==> config.mk <==
export PLATFORM = sky130hd
export DESIGN_NAME = reg_to_axi_master
export DESIGN_NICKNAME = d
export VERILOG_FILES = /design/src/rtl/reg_to_axi_master.sv
export SDC_FILE = /design/constraint.sdc
export NUM_CORES = 1
export LEC_CHECK = 0
export CORE_AREA = 5 5 179 181
export DETAILED_ROUTE_END_ITERATION = 12
export DIE_AREA = 0 0 184 186
export PLACE_DENSITY = 0.54
export SETUP_SLACK_MARGIN = 0.2
export SLEW_MARGIN = 20
export SYNTH_ARGS = -nofsm -noshare
export SYNTH_HDL_FRONTEND = slang
export SYNTH_SLANG_ARGS = --single-unit
==> constraint.sdc <==
create_clock -name clk_i -period 3 [get_ports clk_i]
set_input_delay 0.6 -clock clk_i [delete_from_list [all_inputs] [get_ports clk_i]]
set_output_delay 0.6 -clock clk_i [all_outputs]
set_load 0.05 [all_outputs]
==> src/rtl/reg_to_axi_master.sv <==
// rtl/reg_to_axi_master.sv - register-bus initiator to single-beat AXI master bridge
package core_v_mcu_axi_pkg;
    typedef struct packed {
        logic [3:0]  id;
        logic [63:0] addr;
        logic [7:0]  len;
        logic [2:0]  size;
        logic [1:0]  burst;
        logic        lock;
        logic [3:0]  cache;
        logic [2:0]  prot;
        logic [3:0]  qos;
        logic [3:0]  region;
        logic [5:0]  atop;
        logic        user;
    } aw_chan_t;

    typedef struct packed {
        logic [63:0] data;
        logic [7:0]  strb;
        logic        last;
        logic        user;
    } w_chan_t;

    typedef struct packed {
        logic [3:0] id;
        logic [1:0] resp;
        logic       user;
    } b_chan_t;

    typedef struct packed {
        logic [3:0]  id;
        logic [63:0] addr;
        logic [7:0]  len;
        logic [2:0]  size;
        logic [1:0]  burst;
        logic        lock;
        logic [3:0]  cache;
        logic [2:0]  prot;
        logic [3:0]  qos;
        logic [3:0]  region;
        logic        user;
    } ar_chan_t;

    typedef struct packed {
        logic [3:0]  id;
        logic [63:0] data;
        logic [1:0]  resp;
        logic        last;
        logic        user;
    } r_chan_t;

    typedef struct packed {
        aw_chan_t aw;
        logic     aw_valid;
        w_chan_t  w;
        logic     w_valid;
        logic     b_ready;
        ar_chan_t ar;
        logic     ar_valid;
        logic     r_ready;
    } axi_req_t;

    typedef struct packed {
        logic    aw_ready;
        logic    ar_ready;
        logic    w_ready;
        logic    b_valid;
        b_chan_t b;
        logic    r_valid;
        r_chan_t r;
    } axi_resp_t;
endpackage

package core_v_mcu_reg_pkg;
    typedef struct packed {
        logic [31:0] addr;
        logic        write;
        logic [31:0] wdata;
        logic [3:0]  wstrb;
        logic        valid;
    } reg_req_t;

    typedef struct packed {
        logic [31:0] rdata;
        logic        error;
        logic        ready;
    } reg_resp_t;
endpackage

module reg_to_axi_master #(
    parameter int unsigned           AxiAddrWidth = 64,
    parameter int unsigned           AxiDataWidth = 64,
    parameter int unsigned           AxiIdWidth   = 4,
    parameter logic [AxiIdWidth-1:0] AxiId        = '0,
    parameter type axi_req_t  = core_v_mcu_axi_pkg::axi_req_t,
    parameter type axi_resp_t = core_v_mcu_axi_pkg::axi_resp_t,
    parameter type reg_req_t  = core_v_mcu_reg_pkg::reg_req_t,
    parameter type reg_resp_t = core_v_mcu_reg_pkg::reg_resp_t
) (
    input  logic      clk_i,
    input  logic      rst_ni,
    input  reg_req_t  reg_req_i,
    output reg_resp_t reg_rsp_o,
    output axi_req_t  axi_req_o,
    input  axi_resp_t axi_rsp_i,
    output logic      busy_o
);
    typedef enum logic [2:0] {
        IDLE, WRITE_REQ, WRITE_RSP, READ_REQ, READ_RSP, DONE
    } state_e;

    state_e      state_q, state_d;
    logic [31:0] addr_q, addr_d, wdata_q, wdata_d, rdata_q, rdata_d;
    logic [3:0]  wstrb_q, wstrb_d;
    logic        aw_done_q, aw_done_d, w_done_q, w_done_d, error_q, error_d;
    logic        aw_valid, w_valid, ar_valid, b_ready, r_ready;

    logic [AxiAddrWidth-1:0]   ax_addr;
    logic [AxiDataWidth-1:0]   w_data;
    logic [AxiDataWidth/8-1:0] w_strb;
    logic [31:0]               r_lane;

    assign ax_addr = AxiAddrWidth'({addr_q[31:2], 2'b00});

    // Narrow 32-bit accesses ride the lane picked by addr[2] on a 64-bit bus.
    if (AxiDataWidth == 64) begin : g_dw64
        assign w_data = {wdata_q, wdata_q};
        assign w_strb = addr_q[2] ? {wstrb_q, 4'h0} : {4'h0, wstrb_q};
        assign r_lane = addr_q[2] ? axi_rsp_i.r.data[63:32] : axi_rsp_i.r.data[31:0];
    end else begin : g_dw32
        assign w_data = wdata_q;
        assign w_strb = wstrb_q;
        assign r_lane = axi_rsp_i.r.data[31:0];
    end

    always_ff @(posedge clk_i or negedge rst_ni) begin
        if (!rst_ni) begin
            state_q   <= IDLE;
            addr_q    <= '0;
            wdata_q   <= '0;
            wstrb_q   <= '0;
            aw_done_q <= 1'b0;
            w_done_q  <= 1'b0;
            rdata_q   <= '0;
            error_q   <= 1'b0;
        end else begin
            state_q   <= state_d;
            addr_q    <= addr_d;
            wdata_q   <= wdata_d;
            wstrb_q   <= wstrb_d;
            aw_done_q <= aw_done_d;
            w_done_q  <= w_done_d;
            rdata_q   <= rdata_d;
            error_q   <= error_d;
        end
    end

    always_comb begin
        state_d   = state_q;
        addr_d    = addr_q;
        wdata_d   = wdata_q;
        wstrb_d   = wstrb_q;
        aw_done_d = aw_done_q;
        w_done_d  = w_done_q;
        rdata_d   = rdata_q;
        error_d   = error_q;
        aw_valid  = 1'b0;
        w_valid   = 1'b0;
        ar_valid  = 1'b0;
        b_ready   = 1'b0;
        r_ready   = 1'b0;
        case (state_q)
            IDLE: begin
                if (reg_req_i.valid) begin
                    addr_d    = reg_req_i.addr;
                    wdata_d   = reg_req_i.wdata;
                    wstrb_d   = reg_req_i.wstrb;
                    aw_done_d = 1'b0;
                    w_done_d  = 1'b0;
                    rdata_d   = '0;
                    error_d   = 1'b0;
                    state_d   = reg_req_i.write ? WRITE_REQ : READ_REQ;
                end
            end
            WRITE_REQ: begin
                // AW and W retire independently; move on once both have handshaken.
                aw_valid = !aw_done_q;
                w_valid  = !w_done_q;
                if (aw_valid && axi_rsp_i.aw_ready) aw_done_d = 1'b1;
                if (w_valid && axi_rsp_i.w_ready)   w_done_d  = 1'b1;
                if (aw_done_d && w_done_d) state_d = WRITE_RSP;
            end
            WRITE_RSP: begin
                b_ready = 1'b1;
                if (axi_rsp_i.b_valid) begin
                    error_d = axi_rsp_i.b.resp[1];
                    state_d = DONE;
                end
            end
            READ_REQ: begin
                ar_valid = 1'b1;
                if (axi_rsp_i.ar_ready) state_d = READ_RSP;
            end
            READ_RSP: begin
                r_ready = 1'b1;
                if (axi_rsp_i.r_valid) begin
                    rdata_d = r_lane;
                    error_d = axi_rsp_i.r.resp[1] | ~axi_rsp_i.r.last;
                    state_d = DONE;
                end
            end
            DONE:    state_d = IDLE;
            default: state_d = IDLE;
        endcase
    end

    always_comb begin
        axi_req_o             = '0;
        axi_req_o.aw.id       = AxiId;
        axi_req_o.aw.addr     = ax_addr;
        axi_req_o.aw.size     = 3'b010;
        axi_req_o.aw.burst    = 2'b01;
        axi_req_o.aw.cache    = 4'b0010;
        axi_req_o.aw_valid    = aw_valid;
        axi_req_o.w.data      = w_data;
        axi_req_o.w.strb      = w_strb;
        axi_req_o.w.last      = 1'b1;
        axi_req_o.w_valid     = w_valid;
        axi_req_o.b_ready     = b_ready;
        axi_req_o.ar.id       = AxiId;
        axi_req_o.ar.addr     = ax_addr;
        axi_req_o.ar.size     = 3'b010;
        axi_req_o.ar.burst    = 2'b01;
        axi_req_o.ar.cache    = 4'b0010;
        axi_req_o.ar_valid    = ar_valid;
        axi_req_o.r_ready     = r_ready;
    end

    assign reg_rsp_o.ready = (state_q == DONE);
    assign reg_rsp_o.rdata = (state_q == DONE) ? rdata_q : '0;
    assign reg_rsp_o.error = (state_q == DONE) ? error_q : 1'b0;
    assign busy_o          = (state_q != IDLE);

    logic unused_sigs;
    assign unused_sigs = ^{addr_q[1:0], axi_rsp_i.b.id, axi_rsp_i.b.user, axi_rsp_i.b.resp[0],
                           axi_rsp_i.r.id, axi_rsp_i.r.user, axi_rsp_i.r.resp[0]};
endmodule

==> results.json <==
{
  "cts_buffer_depth": 2,
  "startpoint_type": "flip-flop",
  "gr-total-overflow": 0,
  "crit_required_ns": 2.40,
  "gp_congestion": 0.7084,
  "powerDensity_nw_per_um2": 1201,
  "r2r-start": "state_q[2]",
  "ir_drop_uv": 603.0,
  "synth_cells": 587,
  "firstDrtPassIters": 4,
  "wl_per_cell_um": 14.66,
  "synthTopCellsByCount": "buf_4 (215), dfrtp_1 (104), mux2_4 (41), and2_1 (37), nand2_1 (35)",
  "fin_skew_ns": 0.01058,
  "grt_pass1_wl_mm": 25.34,
  "fp-row-count": 64,
  "fin_setup_tns_ns": 0,
  "ff_latch_area_um2": 2608,
  "critPathArrivalTime_ns": 2.04,
  "max_freq_mhz": 378.9,
  "critPathCaptureType": "output port",
  "yosysMostFrequentCell": "buf_4",
  "setup_viol": 0,
  "synthTopCellsByArea": "dfrtp_1 (39%), buf_4 (24%), mux2_4 (9.2%)",
  "grt_pass1_vias": 4247,
  "path_clk_slew_ns": 0.08,
  "hold_buffers": 0,
  "ys_types": 29,
  "layout_min_cycle_time_ns": 2.639,
  "ant_nets": 0,
  "yosysTopAreaCell": "dfrtp_1",
  "yosys.area.top_type_share": 0.3910,
  "async_flop_share": 1.000,
  "crit_fanout": 11,
  "period_share": 0.8798,
  "syn2layout_area_growth_pct": 46.47,
  "drive_above_1_share": 0.1973,
  "netlist_area_um2": 6656,
  "hp-class": "input pin to asynchronous set/reset pin",
  "synth_edf_count": 0,
  "slew_viol_final": 0,
  "synthFlopType": "dfrtp_1",
  "worst-setup-path-type": "flip-flop to output port",
  "cts_setup_buffers": 0,
  "slew_headroom": 0.6093,
  "ctsResizeCount": 1,
  "nets": 977,
  "viasPerCell": 3.562,
  "multi_input_area_um2": 2781,
  "hold_viol_final": 0,
  "num_vias": 4353,
  "startpoint": "state_q[2]",
  "worstSkewPairLatency_ns": 0.35,
  "dieArea_um2": 34220,
  "h-tree-depth": 3,
  "cts_made_buffers": 9,
  "routed_wl_mm": 17.91,
  "tritoncts": "yes",
  "drtIter0Drc": 97,
  "avgSynthCellArea_um2": 11.34,
  "yosysWarnings": 0,
  "rsz0062_at_grt": "false",
  "dp_hpwl_mm": 14.19,
  "cts_sinks": 104,
  "antenna_found_initial": 0,
  "dp_slack_ns": 0.5414,
  "io_pins": 472,
  "grt_max_degree": 67,
  "worst_pin_slew_ns": 0.5861,
  "place.port_buffers": 313,
  "drc": 0,
  "status": "finished clean",
  "maxCapViolCount": 0,
  "seq_area_frac_synth": 0.3910,
  "start_util": 0.2199,
  "track_usage": 0.09535,
  "antenna_cells": 0,
  "setup_ws_ns": 0.3606,
  "root_buffer": "clkbuf_16",
  "die_w_um": 184,
  "core-area_um2": 30270,
  "n_fill_cell": 3084,
  "fp.dieH_um": 186,
  "synth_seq_cells": 104,
  "leakagePower_nw": 4.266
}
-- state kept, by name, indices dropped and copies added (netlist names) --
signal / count
rdata_q: 32
error_q: 1
wstrb_q: 4
aw_done_q: 1
state_q: 3
wdata_q: 32
addr_q: 30
w_done_q: 1
-- worst max-delay path, cell delays in order (launching register included) --
cell and delay [ns]:
dfrtp_1 0.53, or3_1 0.43, clkdlybuf4s50_1 0.72
-- cells in the final DEF (no fill, tap or decap), drive strengths merged --
cell | netlist | layout
clkinv | 0 | 2
or3 | 1 | 1
and2 | 37 | 37
a21oi | 7 | 7
nor2b | 5 | 5
and3b | 2 | 2
clkdlybuf4s50 | 0 | 274
inv | 1 | 2
nor2 | 8 | 8
dlymetal6s2s | 0 | 2
mux2 | 70 | 70
bufinv | 0 | 1
nor3b | 1 | 1
dfrtp | 104 | 104
conb | 2 | 144
buf | 234 | 42
o21ai | 5 | 5
nand2 | 38 | 38
o31ai | 32 | 32
clkbuf | 4 | 11
mux2i | 32 | 32
o221ai | 1 | 1
clkinvlp | 0 | 1
o22ai | 1 | 1
dlygate4sd2 | 0 | 1
nand2b | 2 | 2
-- where the power goes --
group / total [W] / switching (W) / internal [W]
sequential: 0.00262 / 0.000605 / 0.00202
combinational: 0.00785 / 0.00509 / 0.00276
clock: 0.00124 / 0.000559 / 0.000678
-- logic make-up (layout without fill, tap and decap cells) --
logic type | Yosys count | count (layout) | share of synthesized area
DFF | 104 | 104 | 0.3910
other | 2 | 144 | 0.001128
muxes | 102 | 102 | 0.1897
and+or+nand+nor | 94 | 94 | 0.07857
buffers and inverters | 239 | 336 | 0.2712
AOI/OAI and AO/OA | 46 | 46 | 0.06842
-- metal layers --
metal	up-vias	routed length (µm)	global-route usage
met5	-	0	0
met4	0	155	0.02130
met3	10	1836	0.03420
met2	241	9182	0.1656
met1	2051	6734	0.1135
li1	2051	-	-
-- layout make-up --
class                   count  share of cell area
multi-input cells         386              0.2853
well taps                 396             0.05082
repair buffers            319              0.3646
flip-flops and latches    104              0.2675
clock inverters             5            0.006545
inverters                   1           0.0003850
clock buffers              11             0.02490
-- per-stage QoR --
| stage | area, µm² | hold WS, ns | cells | total power (W) | utilization |
|---|---|---|---|---|---|
| final | 9749 | 0.1780 | 1222 | 0.01171 | 0.3221 |
| after global routing | 9749 | 0.1987 | 1222 | 0.01226 | 0.3221 |
| after CTS | 9741 | 0.1801 | 1222 | 0.01191 | 0.3218 |
| after detailed placement | 9435 | 0.4594 | 1206 | 0.01060 | 0.3117 |
| after global placement | 9435 | 0.4516 | 1206 | 0.01055 | 0.3117 |
| after floorplan | 7189 | 0.3044 | 729 | 0.008861 | - |
-- final timing paths --
check,end,slack (ns),cells past startpoint
max,busy_o,0.36,2
min,rdata_q[19],0.18,1
max reg2reg,wdata_q[15],1.07,5
min reg2reg,rdata_q[31],0.47,2
max in group asynchronous,addr_q[2],2.13,2
min in group clk_i,rdata_q[31],0.47,2
(Power assumes the default switching activity.)
==> variant 1 (same settings) <==
The 6 states of `state_e` get a one-hot encoding in 6 bits.
--- a/src/rtl/reg_to_axi_master.sv
+++ b/src/rtl/reg_to_axi_master.sv
@@ -107,6 +107,6 @@
     output logic      busy_o
 );
-    typedef enum logic [2:0] {
-        IDLE, WRITE_REQ, WRITE_RSP, READ_REQ, READ_RSP, DONE
+    typedef enum logic [5:0] {
+        IDLE = 6'b000001, WRITE_REQ = 6'b000010, WRITE_RSP = 6'b000100, READ_REQ = 6'b001000, READ_RSP = 6'b010000, DONE = 6'b100000
     } state_e;
 
Function: same outputs for any inputs over 4 cycles, from zero or initial values and one cycle with rst_ni low; so few cycles prove little.
==> variant 1 against the unedited design <==
  * Wire length up 8.8%
  * Final area is 0.36% lower
  * Core utilization down 0.12 points
  * Fmax shrank 4.6%
  * Area after synthesis decreased by 4.3%
  * Worst setup slack got worse by 0.13 ns
  * Power is 3.7% lower
  * Die area did not move
  * Clock skew is 0.0048 ns higher
  * Sequential cell count grew 3
  * Critical path type unchanged
  * Highest routed layer unchanged
==> variant 1: results (changes against the unedited design) <==
peak supply drop 0.6985 mV (+16%); total global-route track usage 10.37% (+0.84 points); via count 4378 (+0.57%); Leak Pwr 4.229 nW (-0.85%); DP HPWL 14810 um (+4.4%); metal2 WL 10580 um (+15%); CTS HTree Levels 3 (unchanged); worst-path maximum fanout 8 (-3); grt met3 use 2.990% (-0.43 points); hold slack 0.2931 ns (+0.1151 ns); GP Congestion 0.7285 (+2.8%); outcome complete, no violations; clk_skew 0.01539 ns (+0.004816 ns); most frequent cells after synthesis 219 x buf_4, 106 x dfrtp_1, 48 x mux2_2; Int Pwr 5.185 mW (-4.9%); Iter 0 DRT Violations 95 (-2.1%); wire per inst 16.12 um (+10%); layout cells sized above 1 21.28% (+1.5 points); vias in the first global route 4452 (+4.8%); met1 GRT Util 12.23% (+0.88 points); nets@finish 964 (-1.3%); biggest cell delay along the critical path 0.58 ns (-0.14 ns); Least-Margin Pin Slew 0.6289 ns (+0.04280 ns); Arr. time, crit path 2.17 ns (+0.13 ns); Reg2Reg Setup Slack 0.68 ns (-0.39 ns); Metal-1 WL 7314 um (+8.6%); Cell Area, Placed 9240 um2 (-2.1%); largest net degree at the start of global routing 108 (+61%); first-pass GRT wire length 27210 um (+7.4%); Seq/Total Area, Yosys 42.04% (+2.9 points); met3 routed WL 1411 um (-23%)
## variant 1: changes by cell type in the layout (fill, tap and decap cells not counted), moves of 4 or more
cell	unedited run	this run
and2_4	0	34
and2_1	37	4
o2bb2ai_1	0	32
mux2_4	41	10
nand2_1	35	4
o31ai_2	28	0
mux2_2	29	48
buf_4	5	14
mux2_1	0	8
a21oi_1	7	2
o31ai_1	4	0
## variant 1: cells by family (layout without fill, tap and decap cells)
family          count (synthesis)  in the layout  synth area share, %
mux                            99             99                17.44
flops                         107            107                42.04
other cells                     2            144               0.1179
buf+inv                       237            348                27.47
simple gates                   73             73                7.501
compound gates                 42             42                5.439
## variant 1: layout make-up
| type | instances | area (um2) |
|---|---|---|
| Multi-Input combinational cell | 358 | 2567 |
| Timing Repair Buffer | 329 | 3651 |
| Sequential cell | 107 | 2681 |
| Fill cell | 3110 | 20550 |
| Clock buffer | 10 | 229.0 |
| Inverter | 3 | 11.26 |
| Clock inverter | 6 | 78.83 |
| Tap cell | 396 | 495.5 |
## variant 1: per-stage QoR
| stage | utilization (%) | setup slack (ns) | std cells |
|---|---|---|---|
| after CTS | 31.70 | 0.1590 | 1206 |
| after detailed placement | 30.53 | 0.4552 | 1186 |
| after global routing | 32.09 | 0.1341 | 1209 |
| after floorplan | - | 0.3074 | 702 |
| final | 32.09 | 0.2344 | 1209 |
| after global placement | 30.53 | 0.4243 | 1186 |
## variant 1: worst max-delay path: cells and delay by family, from the launching register on
family / cells / cell delay, ns
simple gates: 3 / 0.94
buf+inv: 3 / 0.44
flops: 1 / 0.41
## variant 1: power groups by stage
stage	clock network [mW]	registers (mW)	logic, mW
2_1_floorplan	0	3.84	4.48
3_3_place_gp	0	2.49	7.56
3_5_place_dp	0	2.50	7.57
4_1_cts	1.34	2.48	7.59
5_1_grt	1.39	2.56	7.80
6_report	1.27	2.46	7.54
## variant 1: final timing paths
| path | startpoint | end | cells past startpoint |
|---|---|---|---|
| setup / recovery | state_q[1]$_DFFE_PN0P_ | reg_rsp_o[8] | 6 |
| hold / removal | rst_ni | rdata_q[5]$_DFFE_PN0P_ | 2 |
| setup reg to reg | state_q[4]$_DFFE_PN0P_ | wdata_q[23]$_DFFE_PN0P_ | 5 |
| hold reg to reg | rdata_q[28]$_DFFE_PN0P_ | rdata_q[28]$_DFFE_PN0P_ | 1 |
| max in group asynchronous | rst_ni | addr_q[2]$_DFFE_PN0P_ | 2 |
| min in group clk_i | rdata_q[28]$_DFFE_PN0P_ | rdata_q[28]$_DFFE_PN0P_ | 1 |
## variant 1: what timing repair did
| item | 4_1_cts | 5_1_grt |
|---|---|---|
| gates cloned | 1 | 1 |
| setup buffers | 3 | 2 |
| endpoints found under the setup margin | 36 | 35 |
| pin swaps | 0 | 0 |
| resized for setup | 4 | 39 |
==> variant 2 (same flow settings) <==
Without the edit above. Reset style: synchronous (`rst_ni`), changed in one clocked block.
--- a/src/rtl/reg_to_axi_master.sv
+++ b/src/rtl/reg_to_axi_master.sv
@@ -135,5 +135,5 @@
     end
 
-    always_ff @(posedge clk_i or negedge rst_ni) begin
+    always_ff @(posedge clk_i) begin
         if (!rst_ni) begin
             state_q   <= IDLE;
Behaviour: differs if rst_ni is asserted again (counterexample within 4 cycles, from zero or initial values and one cycle with rst_ni low); with rst_ni held inactive, the same outputs for 4 cycles.
==> variant 2 against the unedited design <==
  * Critical path type unchanged
  * Sequential cell count stayed put
  * Area after synthesis is 5.1% lower
  * Largest cell class unchanged
  * Final area is 7.8% lower
  * Via count is 18% higher
  * Wire length is 13% higher
  * Critical endpoint is now axi_req_o[100]
  * Worst setup slack worse by 0.063 ns
  * Clock skew hardly changed
  * Highest routed layer is now met5
Power is not compared: it rests on default switching activity, and its combinational part moved more than twofold at a synthesized area within 25%.
==> variant 2: results (changes against the unedited design) <==
Seq/Total Area, Yosys 32.96% (-6.1 points); DP HPWL 15150 um (+6.8%); DRT Wirelength 20230 um (+13%); vias in the first global route 5041 (+19%); Arr. time, crit path 2.10 ns (+0.06 ns); biggest regs rdata_q: 32 flops, wdata_q: 32 flops, addr_q: 30 flops; fraction of registers with async set/reset 0% (-100 points); worst-skew pair later-pin latency 0.35 ns (about the same); vias per cell 3.679 (+3.3%); reg2reg end rdata_q[26]$_SDFFE_PN0P_; Post-synth EDFFs 0 (unchanged); total global-route track usage 10.73% (+1.2 points); Int Pwr just under 3 mW; worst-path maximum fanout 14 (+3); Gate Count Post-Synth 774 (+32%); Finished Layout Cells 1391 (+14%); PortBufs 313 (unchanged); largest net degree at the start of global routing 106 (+58%); CP endpoint axi_req_o[100]; worst hold-check path type register to register; Root Buffer clkbuf_16; initial antenna violation count 2 (+2); Leak Pwr between 3 and 4 nW; peak supply drop roughly 0.27 mV; nets@finish 1145 (+17%); clk_skew 0.01088 ns (+0.0003017 ns); Reg2Reg Setup Slack 1.11 ns (+0.04 ns); most frequent cells after synthesis 213 x buf_4, 170 x nand2_1, 104 x dfxtp_1; CTS buffer count 9 (unchanged); drt pass-1 iters 4 (unchanged); Filler cells 3282 (+6.4%); CTS HTree Levels 3 (unchanged); outcome complete, no violations; GP Congestion 0.7244 (+2.3%); CTS max path bufs 2 (unchanged); first-pass GRT wire length 28880 um (+14%); Yosys cell types 33 (+14%); Synth area leader dfxtp_1; YS warnings 0 (unchanged); R2R cell count 4 (-1); most area-consuming cells after synthesis dfxtp_1 33%, buf_4 25%, nand2_1 10%; start point of the critical path state_q[1]$_SDFFE_PN0P_; Iter 0 DRT Violations 105 (+8.2%); postcts setup bufs 0 (unchanged); CTS resizes 1 (unchanged); layout cells sized above 1 6.740% (-13 points); Critical R2R Launch addr_q[2]$_SDFFE_PN0P_; Cell Area, Placed 8673 um2 (-8.1%); Clock Pin Slew Worst Setup and Hold Paths 0.08 ns (about the same); Worst slew margin 60.66% (-0.26 points)
variant 2: routing by layer:
metal	vias up	track usage (%)	wire length [um]
li1	2547	-	-
met1	2305	12.83	8232
met2	255	18.55	9838
met3	9	3.752	1922
met4	2	2.484	213
met5	-	0	20
variant 2: power groups by stage:
| stage | Sequential [mW] | Clock, mW | Combinational, mW |
|---|---|---|---|
| after floorplan | 1.97 | 0 | 1.67 |
| after global placement | 1.68 | 0 | 2.45 |
| after detailed placement | 1.68 | 0 | 2.46 |
| after CTS | 1.65 | 1.34 | 2.46 |
| after global routing | 1.67 | 1.38 | 2.57 |
| final | 1.65 | 1.27 | 2.44 |
variant 2: worst min path at each step:
stage                                        start                       end  cells past startpoint
after floorplan           rdata_q[10]$_SDFFE_PN0P_  rdata_q[10]$_SDFFE_PN0P_                      2
after global placement    rdata_q[29]$_SDFFE_PN0P_  rdata_q[29]$_SDFFE_PN0P_                      2
after detailed placement  rdata_q[28]$_SDFFE_PN0P_  rdata_q[28]$_SDFFE_PN0P_                      2
after CTS                 rdata_q[28]$_SDFFE_PN0P_  rdata_q[28]$_SDFFE_PN0P_                      2
after global routing      rdata_q[15]$_SDFFE_PN0P_  rdata_q[15]$_SDFFE_PN0P_                      2
final                     rdata_q[11]$_SDFFE_PN0P_  rdata_q[11]$_SDFFE_PN0P_                      2
variant 2: cell type report:
| type | count | area share (%) |
|---|---|---|
| Timing Repair Buffer | 319 | 34.85 |
| Multi-Input combinational cell | 552 | 32.88 |
| Sequential cell | 104 | 23.19 |
| Tap cell | 396 | 5.513 |
| Clock buffer | 11 | 2.701 |
| Clock inverter | 5 | 0.7100 |
| Inverter | 3 | 0.1253 |
| Antenna cell | 1 | 0.02784 |
variant 2: critical path, stage by stage (launching register included):
cell,delay (ns)
dfxtp_1,0.65
nor3b_1,0.25
clkdlybuf4s50_1,0.86
variant 2: per-stage QoR:
step / utilization (%) / worst slack, ns / hold WS, ns
floorplan: - / 0.6767 / 0.4261
global placement: 28.65 / 0.5719 / 0.4328
detailed placement: 28.65 / 0.5253 / 0.4378
CTS: 29.66 / 0.2346 / 0.4483
global route: 29.68 / 0.2302 / 0.4665
finish: 29.69 / 0.2974 / 0.4448
variant 2: cells by family after synthesis:
| kind of cell | Yosys count | synth area share (%) |
|---|---|---|
| flops | 104 | 32.96 |
| mux | 36 | 5.744 |
| buf+inv | 260 | 28.86 |
| other cells | 2 | 0.1189 |
| compound gates | 108 | 12.68 |
| simple gates | 264 | 19.65 |
